### config.mk
export PLATFORM = sky130hd
export DESIGN_NAME = decode_queue
export DESIGN_NICKNAME = d
export VERILOG_FILES = /design/src/rtl/risc_v_core_pkg.sv /design/src/rtl/instr_decoder.sv /design/src/rtl/decode_queue.sv
export SDC_FILE = /design/constraint.sdc
export NUM_CORES = 1
export LEC_CHECK = 0
export CORE_UTILIZATION = 55
export CTS_CLUSTER_SIZE = 8
export DETAILED_ROUTE_END_ITERATION = 7
export PLACE_DENSITY = 0.91
export SYNTH_ARGS = -nofsm -noshare
export SYNTH_HDL_FRONTEND = slang
export SYNTH_SLANG_ARGS = --single-unit
### constraint.sdc
create_clock -name clk -period 5.98 [get_ports clk]
set_input_delay 1.196 -clock clk [delete_from_list [all_inputs] [get_ports clk]]
set_output_delay 1.196 -clock clk [all_outputs]
set_load 0.05 [all_outputs]
### src/rtl/risc_v_core_pkg.sv
// Shared RV32I decode types: the decoded instruction record, the control bundle,
// and the ALU operand-select / ALU-op encodings used by the execute stage.
package risc_v_core_pkg;

    typedef enum logic [6:0] {
        OP_R      = 7'b0110011,
        OP_I      = 7'b0010011,
        OP_LOAD   = 7'b0000011,
        OP_STORE  = 7'b0100011,
        OP_BRANCH = 7'b1100011,
        OP_JAL    = 7'b1101111,
        OP_JALR   = 7'b1100111,
        OP_LUI    = 7'b0110111,
        OP_AUIPC  = 7'b0010111
    } opcode_t;

    typedef enum logic [5:0] {
        NOP, LUI, AUIPC, JAL, JALR,
        BEQ, BNE, BLT, BGE, BLTU, BGEU,
        LB, LH, LW, LBU, LHU,
        SB, SH, SW,
        ADDI, SLTI, SLTIU, XORI, ORI, ANDI, SLLI, SRLI, SRAI,
        ADD, SUB, SLL, SLT, SLTU, XOR, SRL, SRA, OR, AND
    } instr_name_t;

    typedef struct packed {
        logic [6:0]  opcode;
        logic [2:0]  funct3;
        logic [6:0]  funct7;
        logic [4:0]  rs1;
        logic [4:0]  rs2;
        logic [4:0]  rd;
        logic [11:0] imm_I;
        logic [11:0] imm_S;
        logic [12:0] imm_B;
        logic [20:0] imm_J;
        logic [31:0] imm_U;
        instr_name_t instr_name;
    } instruction_t;

    typedef struct packed {
        logic       valid;
        logic       RegWrite;
        logic       MemRead;
        logic       MemWrite;
        logic       MemtoReg;
        logic       jal;
        logic       jalr;
        logic [1:0] ALUOp;
        logic [1:0] ALUSrcA;
        logic [1:0] ALUSrcB;
        logic [5:0] Branch;
    } controls_t;

    localparam logic [1:0] ALUOP_MEM = 2'b00;
    localparam logic [1:0] ALUOP_BR  = 2'b01;
    localparam logic [1:0] ALUOP_R   = 2'b10;
    localparam logic [1:0] ALUOP_I   = 2'b11;

    localparam logic [1:0] SRCA_RS1  = 2'b00;
    localparam logic [1:0] SRCA_PC   = 2'b01;
    localparam logic [1:0] SRCA_ZERO = 2'b10;

    localparam logic [1:0] SRCB_RS2  = 2'b00;
    localparam logic [1:0] SRCB_IMM  = 2'b01;
    localparam logic [1:0] SRCB_FOUR = 2'b10;

    // ALU mnemonic from funct3; alt selects SUB/SRA (or SRAI) when funct7[5] is set.
    function automatic instr_name_t alu_name(input logic [2:0] f3, input logic alt,
                                             input logic imm);
        instr_name_t n;
        case (f3)
            3'b000:  n = imm ? ADDI  : (alt ? SUB : ADD);
            3'b001:  n = imm ? SLLI  : SLL;
            3'b010:  n = imm ? SLTI  : SLT;
            3'b011:  n = imm ? SLTIU : SLTU;
            3'b100:  n = imm ? XORI  : XOR;
            3'b101:  n = imm ? (alt ? SRAI : SRLI) : (alt ? SRA : SRL);
            3'b110:  n = imm ? ORI   : OR;
            default: n = imm ? ANDI  : AND;
        endcase
        return n;
    endfunction

endpackage

### src/rtl/instr_decoder.sv
// Combinational RV32I decoder: raw word in, decoded fields, controls and an
// illegal flag out. Illegal words come out as NOP with all controls cleared.
import risc_v_core_pkg::*;

module instr_decoder (
    input  logic [31:0]  instr,
    output instruction_t fields,
    output controls_t    ctrl,
    output logic         illegal
);
    logic [2:0]  f3;
    logic [6:0]  f7;
    instr_name_t name;

    assign f3 = instr[14:12];
    assign f7 = instr[31:25];

    always_comb begin
        name    = NOP;
        ctrl    = '0;
        illegal = 1'b0;
        case (opcode_t'(instr[6:0]))
            OP_R: begin
                ctrl.RegWrite = 1'b1;
                ctrl.ALUOp    = ALUOP_R;
                ctrl.ALUSrcB  = SRCB_RS2;
                if (f7 == 7'h00 || (f7 == 7'h20 && (f3 == 3'b000 || f3 == 3'b101)))
                    name = alu_name(f3, f7[5], 1'b0);
                else
                    illegal = 1'b1;
            end
            OP_I: begin
                ctrl.RegWrite = 1'b1;
                ctrl.ALUOp    = ALUOP_I;
                ctrl.ALUSrcB  = SRCB_IMM;
                name          = alu_name(f3, f7[5], 1'b1);
                // Shift-immediates reuse the funct7 slot; only 0x00 (and 0x20 for SRAI) are legal.
                if (f3 == 3'b001 && f7 != 7'h00)
                    illegal = 1'b1;
                if (f3 == 3'b101 && f7 != 7'h00 && f7 != 7'h20)
                    illegal = 1'b1;
            end
            OP_LOAD: begin
                ctrl.MemRead  = 1'b1;
                ctrl.MemtoReg = 1'b1;
                ctrl.RegWrite = 1'b1;
                ctrl.ALUSrcB  = SRCB_IMM;
                ctrl.ALUOp    = ALUOP_MEM;
                case (f3)
                    3'b000:  name = LB;
                    3'b001:  name = LH;
                    3'b010:  name = LW;
                    3'b100:  name = LBU;
                    3'b101:  name = LHU;
                    default: illegal = 1'b1;
                endcase
            end
            OP_STORE: begin
                ctrl.MemWrite = 1'b1;
                ctrl.ALUSrcB  = SRCB_IMM;
                ctrl.ALUOp    = ALUOP_MEM;
                case (f3)
                    3'b000:  name = SB;
                    3'b001:  name = SH;
                    3'b010:  name = SW;
                    default: illegal = 1'b1;
                endcase
            end
            OP_BRANCH: begin
                ctrl.ALUOp = ALUOP_BR;
                case (f3)
                    3'b000:  begin name = BEQ;  ctrl.Branch = 6'b000001; end
                    3'b001:  begin name = BNE;  ctrl.Branch = 6'b000010; end
                    3'b100:  begin name = BLT;  ctrl.Branch = 6'b000100; end
                    3'b101:  begin name = BGE;  ctrl.Branch = 6'b001000; end
                    3'b110:  begin name = BLTU; ctrl.Branch = 6'b010000; end
                    3'b111:  begin name = BGEU; ctrl.Branch = 6'b100000; end
                    default: illegal = 1'b1;
                endcase
            end
            OP_JAL: begin
                name          = JAL;
                ctrl.jal      = 1'b1;
                ctrl.RegWrite = 1'b1;
                ctrl.ALUSrcA  = SRCA_PC;
                ctrl.ALUSrcB  = SRCB_FOUR;
            end
            OP_JALR: begin
                name          = JALR;
                ctrl.jalr     = 1'b1;
                ctrl.RegWrite = 1'b1;
                ctrl.ALUSrcA  = SRCA_PC;
                ctrl.ALUSrcB  = SRCB_FOUR;
                illegal       = (f3 != 3'b000);
            end
            OP_LUI: begin
                name          = LUI;
                ctrl.RegWrite = 1'b1;
                ctrl.ALUSrcA  = SRCA_ZERO;
                ctrl.ALUSrcB  = SRCB_IMM;
            end
            OP_AUIPC: begin
                name          = AUIPC;
                ctrl.RegWrite = 1'b1;
                ctrl.ALUSrcA  = SRCA_PC;
                ctrl.ALUSrcB  = SRCB_IMM;
            end
            // The all-zero word is the canonical bubble, not a fault.
            default: illegal = (instr != 32'b0);
        endcase

        if (illegal) begin
            name = NOP;
            ctrl = '0;
        end else begin
            ctrl.valid = (instr != 32'b0);
        end

        fields.opcode     = instr[6:0];
        fields.funct3     = f3;
        fields.funct7     = f7;
        fields.rs1        = instr[19:15];
        fields.rs2        = instr[24:20];
        fields.rd         = instr[11:7];
        fields.imm_I      = instr[31:20];
        fields.imm_S      = {instr[31:25], instr[11:7]};
        fields.imm_B      = {instr[31], instr[7], instr[30:25], instr[11:8], 1'b0};
        fields.imm_J      = {instr[31], instr[19:12], instr[20], instr[30:21], 1'b0};
        fields.imm_U      = {instr[31:12], 12'b0};
        fields.instr_name = name;
    end

endmodule

### src/rtl/decode_queue.sv
// Fetch-to-decode FIFO that decodes each RV32I word on entry and flushes on redirect.
// Define DECODE_ILLEGAL_TRAP_EN to queue illegal words with an out_illegal flag.
import risc_v_core_pkg::*;

module decode_queue #(
    parameter int XLEN  = 32,
    parameter int DEPTH = 4
) (
    input  logic                       clk,
    input  logic                       reset,
    input  logic                       flush,
    input  logic                       in_valid,
    output logic                       in_ready,
    input  logic [31:0]                in_instr,
    input  logic [XLEN-1:0]            in_pc,
    output logic                       out_valid,
    input  logic                       out_ready,
    output logic [XLEN-1:0]            out_pc,
    output instruction_t               out_instr,
    output controls_t                  out_ctrl,
    output logic [$clog2(DEPTH+1)-1:0] count
`ifdef DECODE_ILLEGAL_TRAP_EN
    ,
    output logic                       out_illegal
`endif
);
    localparam int PW = $clog2(DEPTH);
    localparam int CW = $clog2(DEPTH + 1);
    localparam logic [PW-1:0] PTR_ONE  = PW'(1);
    localparam logic [CW-1:0] CNT_ONE  = CW'(1);
    localparam logic [CW-1:0] CNT_FULL = CW'(DEPTH);

    instruction_t    mem_instr [DEPTH];
    controls_t       mem_ctrl  [DEPTH];
    logic [XLEN-1:0] mem_pc    [DEPTH];
    logic [PW-1:0]   wr_ptr;
    logic [PW-1:0]   rd_ptr;

    instruction_t    dec_instr;
    controls_t       dec_ctrl;
    logic            dec_illegal;
    logic            push;
    logic            pop;

    instr_decoder u_dec (
        .instr   (in_instr),
        .fields  (dec_instr),
        .ctrl    (dec_ctrl),
        .illegal (dec_illegal)
    );

    // in_ready depends only on occupancy, so fetch never sees out_ready combinationally.
    assign in_ready  = (count < CNT_FULL);
    assign out_valid = (count != '0);
    assign push      = in_valid & in_ready;
    assign pop       = out_valid & out_ready;

`ifdef DECODE_ILLEGAL_TRAP_EN
    logic mem_ill [DEPTH];
    assign out_illegal = mem_ill[rd_ptr];
`else
    logic unused_dec_illegal;
    assign unused_dec_illegal = dec_illegal;
`endif

    always_ff @(posedge clk) begin
        if (reset) begin
            wr_ptr <= '0;
            rd_ptr <= '0;
            count  <= '0;
            for (int i = 0; i < DEPTH; i++) begin
                mem_instr[i] <= '0;
                mem_ctrl[i]  <= '0;
                mem_pc[i]    <= '0;
`ifdef DECODE_ILLEGAL_TRAP_EN
                mem_ill[i]   <= 1'b0;
`endif
            end
        end else if (flush) begin
            // Redirect: only the pointers move; stale contents stay but are unreachable.
            wr_ptr <= '0;
            rd_ptr <= '0;
            count  <= '0;
        end else begin
            if (push) begin
                mem_instr[wr_ptr] <= dec_instr;
                mem_ctrl[wr_ptr]  <= dec_ctrl;
                mem_pc[wr_ptr]    <= in_pc;
`ifdef DECODE_ILLEGAL_TRAP_EN
                mem_ill[wr_ptr]   <= dec_illegal;
`endif
                wr_ptr <= wr_ptr + PTR_ONE;
            end
            if (pop)
                rd_ptr <= rd_ptr + PTR_ONE;
            if (push && !pop)
                count <= count + CNT_ONE;
            else if (pop && !push)
                count <= count - CNT_ONE;
        end
    end

    assign out_pc    = mem_pc[rd_ptr];
    assign out_instr = mem_instr[rd_ptr];
    assign out_ctrl  = mem_ctrl[rd_ptr];

endmodule

==> impl_summary.txt <==
----------------------------------------------------
[Routing]
  Number of vias per cell after detailed routing ... ~6.0
  Count of antenna-violating nets left after detailed routing ... 0
  Average routed wire per standard cell ... ~23 um
  Total vias in the final route ... roughly 11k
  Count of unresolved DRC violations after routing ... 0
  Number of search-and-repair iterations in the first detailed-routing pass ... 6
  DR iter-0 viols ... roughly 1.2k
  Routed Wire Length ... 41000 um

[Hold path]
  Hold Crit Start ... rd_ptr[1]$_SDFFE_PP0P_
  Classification of the worst-slack hold path ... flip-flop to flip-flop
  Count of cells along the worst hold path ... 2

[Critical path]
  CP max-delay cell ... dfxtp_4
  Critical-path cell list ... buf_4 > mux4_2 > clkdlybuf4s50_1
  Slowest cell delay on critical path ... around 1000 ps
  CP arrival ... about 3400 ps
  Buffering stage count on the worst path with inverters included ... 2
  Largest fanout of any net on the critical path ... just under 50
  Type of element launching the critical path ... flip-flop
  Critical path start-end classification ... flip-flop to output port
  Endpoint required time on the critical path ... between 4000 and 5000 ps
  Category of the worst setup path capture point ... output port
  Dominant delay contributor by cell family on the critical path ... buffers and inverters
  Source of the worst register-to-register timing path ... count[2]$_SDFFE_PP0P_
  Reg2reg path depth ... 5
  Setup slack, reg-to-reg ... 2510 ps
  Worst reg2reg path endpoint ... mem_pc[2][19]$_SDFFCE_PN0P_

[Global route]
  Met2 demand-to-capacity share in global routing ... 45.4%
  Largest net degree at the start of global routing ... 89
  Most congested layer reported by global routing ... met2
  Total GRT Usage ... roughly a quarter
  GR met3 Demand/Resource ... 4.35%
  Final global-route overflow total ... 0
  Number of antenna violations at the first check in global routing ... 1
  M1 GR Usage ... roughly a third
  First-pass GRT wire length ... ~62000 um
  Vias in the first global route ... roughly 11k

[Floorplanning]
  Overall die height ... about 180 um
  Total I/O pin count ... roughly 250
  Initial Utilization ... between 50% and 60%
  Floorplan die area ... between 30000 and 40000 um^2
  Die width ... between 150 and 200 um
  Area of the placeable core ... about 30000 um^2
  Number of rows in the core area ... between 60 and 70

[Placed design]
  IO Port Bufs ... 238
  Post-Place Cell Area ... just under 20000 um^2
  Routability cong. ... about 0.91
  HPWL after detailed placement ... 25000 um

[STA]
  Fmax ... 219 MHz
  Number of hold violations in the final report ... 0
  Aggregate negative setup slack ... 0 ps
  Unrepaired setup endpoints after global routing ... false
  Max_slew headroom ... a little under a third
  Post-Route Skew ... 10.8 ps
  Final setup violating endpoints ... 0
  Actual transition at the worst max-transition pin ... 1030 ps
  Fin crit share ... roughly three quarters
  Final worst path period need ... approximately 4600 ps
  Final number of max-transition violations ... 0

[Clock tree]
  Clock-pin transition on the worst setup and hold timing paths ... roughly 50 ps
  Cell chosen for the clock root ... clkbuf_16
  Num Clock Sinks ... 361
  Number of CTS-inserted buffers ... around 50
  Post-CTS Resized ... 0
  H-tree depth reported by CTS ... 2
  Hold-fix buffers at CTS ... 0
  Clock tree from TritonCTS ... built
  Number of setup buffers added after CTS ... 0
  Number of buffers between clock root and the deepest sink ... 3
  Worst-Skew Late Latency ... between 500 and 600 ps

[Logic synthesis]
  Most common cell in the netlist ... edfxtp_1
  Synth Cell Area ... around 17000 um^2
  Post-synth EDFFs ... 352
  Share of synthesized area occupied by flip-flops and latches ... a little over three fifths
  Synth top cells by count ... edfxtp_1 (352), and2_1 (245), buf_4 (94), mux4_2 (88), nor2_1 (66)
  Async set-or-reset flop fraction in the synthesized netlist ... 0%
  Biggest area consumer among synthesized cells ... edfxtp_1
  Post-synthesis register bit count ... 361
  Yosys cell types ... a little under 70
  Primary flip-flop cell chosen by synthesis mapping ... edfxtp_1
  Share of Yosys cell area claimed by the top area cell type ... 61.7%
  Post-Synthesis Cells ... roughly 1.2k
  Average cell area after synthesis ... roughly 14 um^2
  Ranking of synthesized cells by area ... edfxtp_1 (62%), mux4_2 (12%), and2_1 (8.9%)
  Synth warn ... 0

[Power and ir drop]
  Switching power share of the total ... between 20% and 30%
  Sequential group share of total power ... a little under half
  Clock network fraction of total power ... between 30% and 40%
  Share of total power in combinational logic ... between 15 and 20%
  Worst VDD drop ... 0.211 mV
  Internal power of the cells ... about 4800 uW
  Power density of the placed cells ... around 310 nW/um^2
  Switch Pwr ... around 1700 uW
  Static leakage ... a little over 0.007 uW

[Run]
  Max-capacitance violation count ... 0

[Final layout]
  Relative area change from synthesis to final layout ... 20.6%
  Fraction of layout cells with a size suffix above 1 ... 14.3%
  Post-route cell area ... 20700 um^2
  Post-layout nets ... roughly 1.4k
  Filler cell count ... a little over 2k

[Status]
  Run status ... completed

----------------------------------------------------
==> worst max-delay path by stage <==
stage	end	slack (ps)	cells after the start
after global placement	mem_pc[2][3]$_SDFFCE_PN0P_	1280	6
after detailed placement	mem_instr[2][83]$_SDFFCE_PN0P_	1210	6
after CTS	out_pc[14]	1300	3
final	out_pc[14]	1410	3
after floorplan	mem_ctrl[0][0]$_SDFFCE_PN0P_	1160	5
after global routing	out_pc[14]	1150	3
==> power groups by stage <==
stage                     clock network, uW  registers (uW)  logic [uW]
after CTS                              2550            2950        1000
final                                  2520            2950         997
after floorplan                           0            2980         720
after global placement                    0            2980         982
after detailed placement                  0            2990         994
after global routing                   2650            2960        1030
==> logic make-up after synthesis <==
logic type	after synthesis	synth area share (%)
and+or+nand+nor	489	16.4
DFF	361	62.7
buffers and inverters	192	6.65
muxes	89	11.6
AOI/OAI and AO/OA	46	2.10
xor gates and xnor gates	7	0.358
adders and majority gates	2	0.190
other	1	0.0219
==> through the flow <==
step | worst slack [ps] | hold WS [ps] | total power (uW) | instances | util [%]
3_3_place_gp | 1280 | 499 | 3960 | 1685 | 62.9
3_5_place_dp | 1210 | 519 | 3990 | 1685 | 62.9
2_1_floorplan | 1160 | 485 | 3700 | 1200 | -
4_1_cts | 1300 | 524 | 6500 | 1750 | 67.4
5_1_grt | 1150 | 569 | 6640 | 1750 | 67.4
6_report | 1410 | 526 | 6470 | 1751 | 67.4
==> metal layers <==
| metal | vias up | wire length [um] |
|---|---|---|
| li1 | 4563 | - |
| met1 | 5301 | 15100 |
| met2 | 610 | 21400 |
| met3 | 91 | 3360 |
| met4 | 2 | 1070 |
| met5 | - | 69 |
==> cell usage in the layout (no fill, tap or decap), types with 5 or more instances in the layout <==
master / Yosys / routed
edfxtp_1: 352 / 352
and2_1: 245 / 245
clkdlybuf4s50_1: 0 / 238
mux4_2: 88 / 88
nor2_1: 66 / 66
clkbuf_16: 0 / 52
nor3_1: 50 / 50
nand2_1: 48 / 48
buf_4: 94 / 24
nor4_1: 22 / 22
inv_1: 15 / 15
conb_1: 1 / 14
clkbuf_1: 53 / 10
a21oi_1: 9 / 9
nand3_1: 8 / 8
nor2b_1: 7 / 7
dfxtp_1: 9 / 7
o21ai_0: 6 / 6
xor2_1: 6 / 6
nand2b_1: 8 / 5
or3_1: 5 / 5
==> worst reg2reg max path: stages, from the launching register on <==
cell and delay (ps):
dfxtp_1 380, or4b_1 940, nor2_1 230, nand2_1 450, nand2b_4 670, buf_12 400
==> layout make-up <==
class	count	area, um^2	share of cell area (%)
multi-input cells	647	5360	25.9
repair buffers	265	2620	12.7
well taps	396	495	2.40
inverters	16	60.1	0.291
clock inverters	3	33.8	0.163
flip-flops and latches	361	10800	52.0
diodes	1	2.50	0.0121
clock buffers	62	1340	6.48
==> state kept, by name, indices dropped and copies added (netlist names), named ones only <==
signal	count
mem_instr	152
mem_ctrl	72
rd_ptr	2
mem_pc	128
count	3
wr_ptr	2
(Power assumes the default switching activity.)
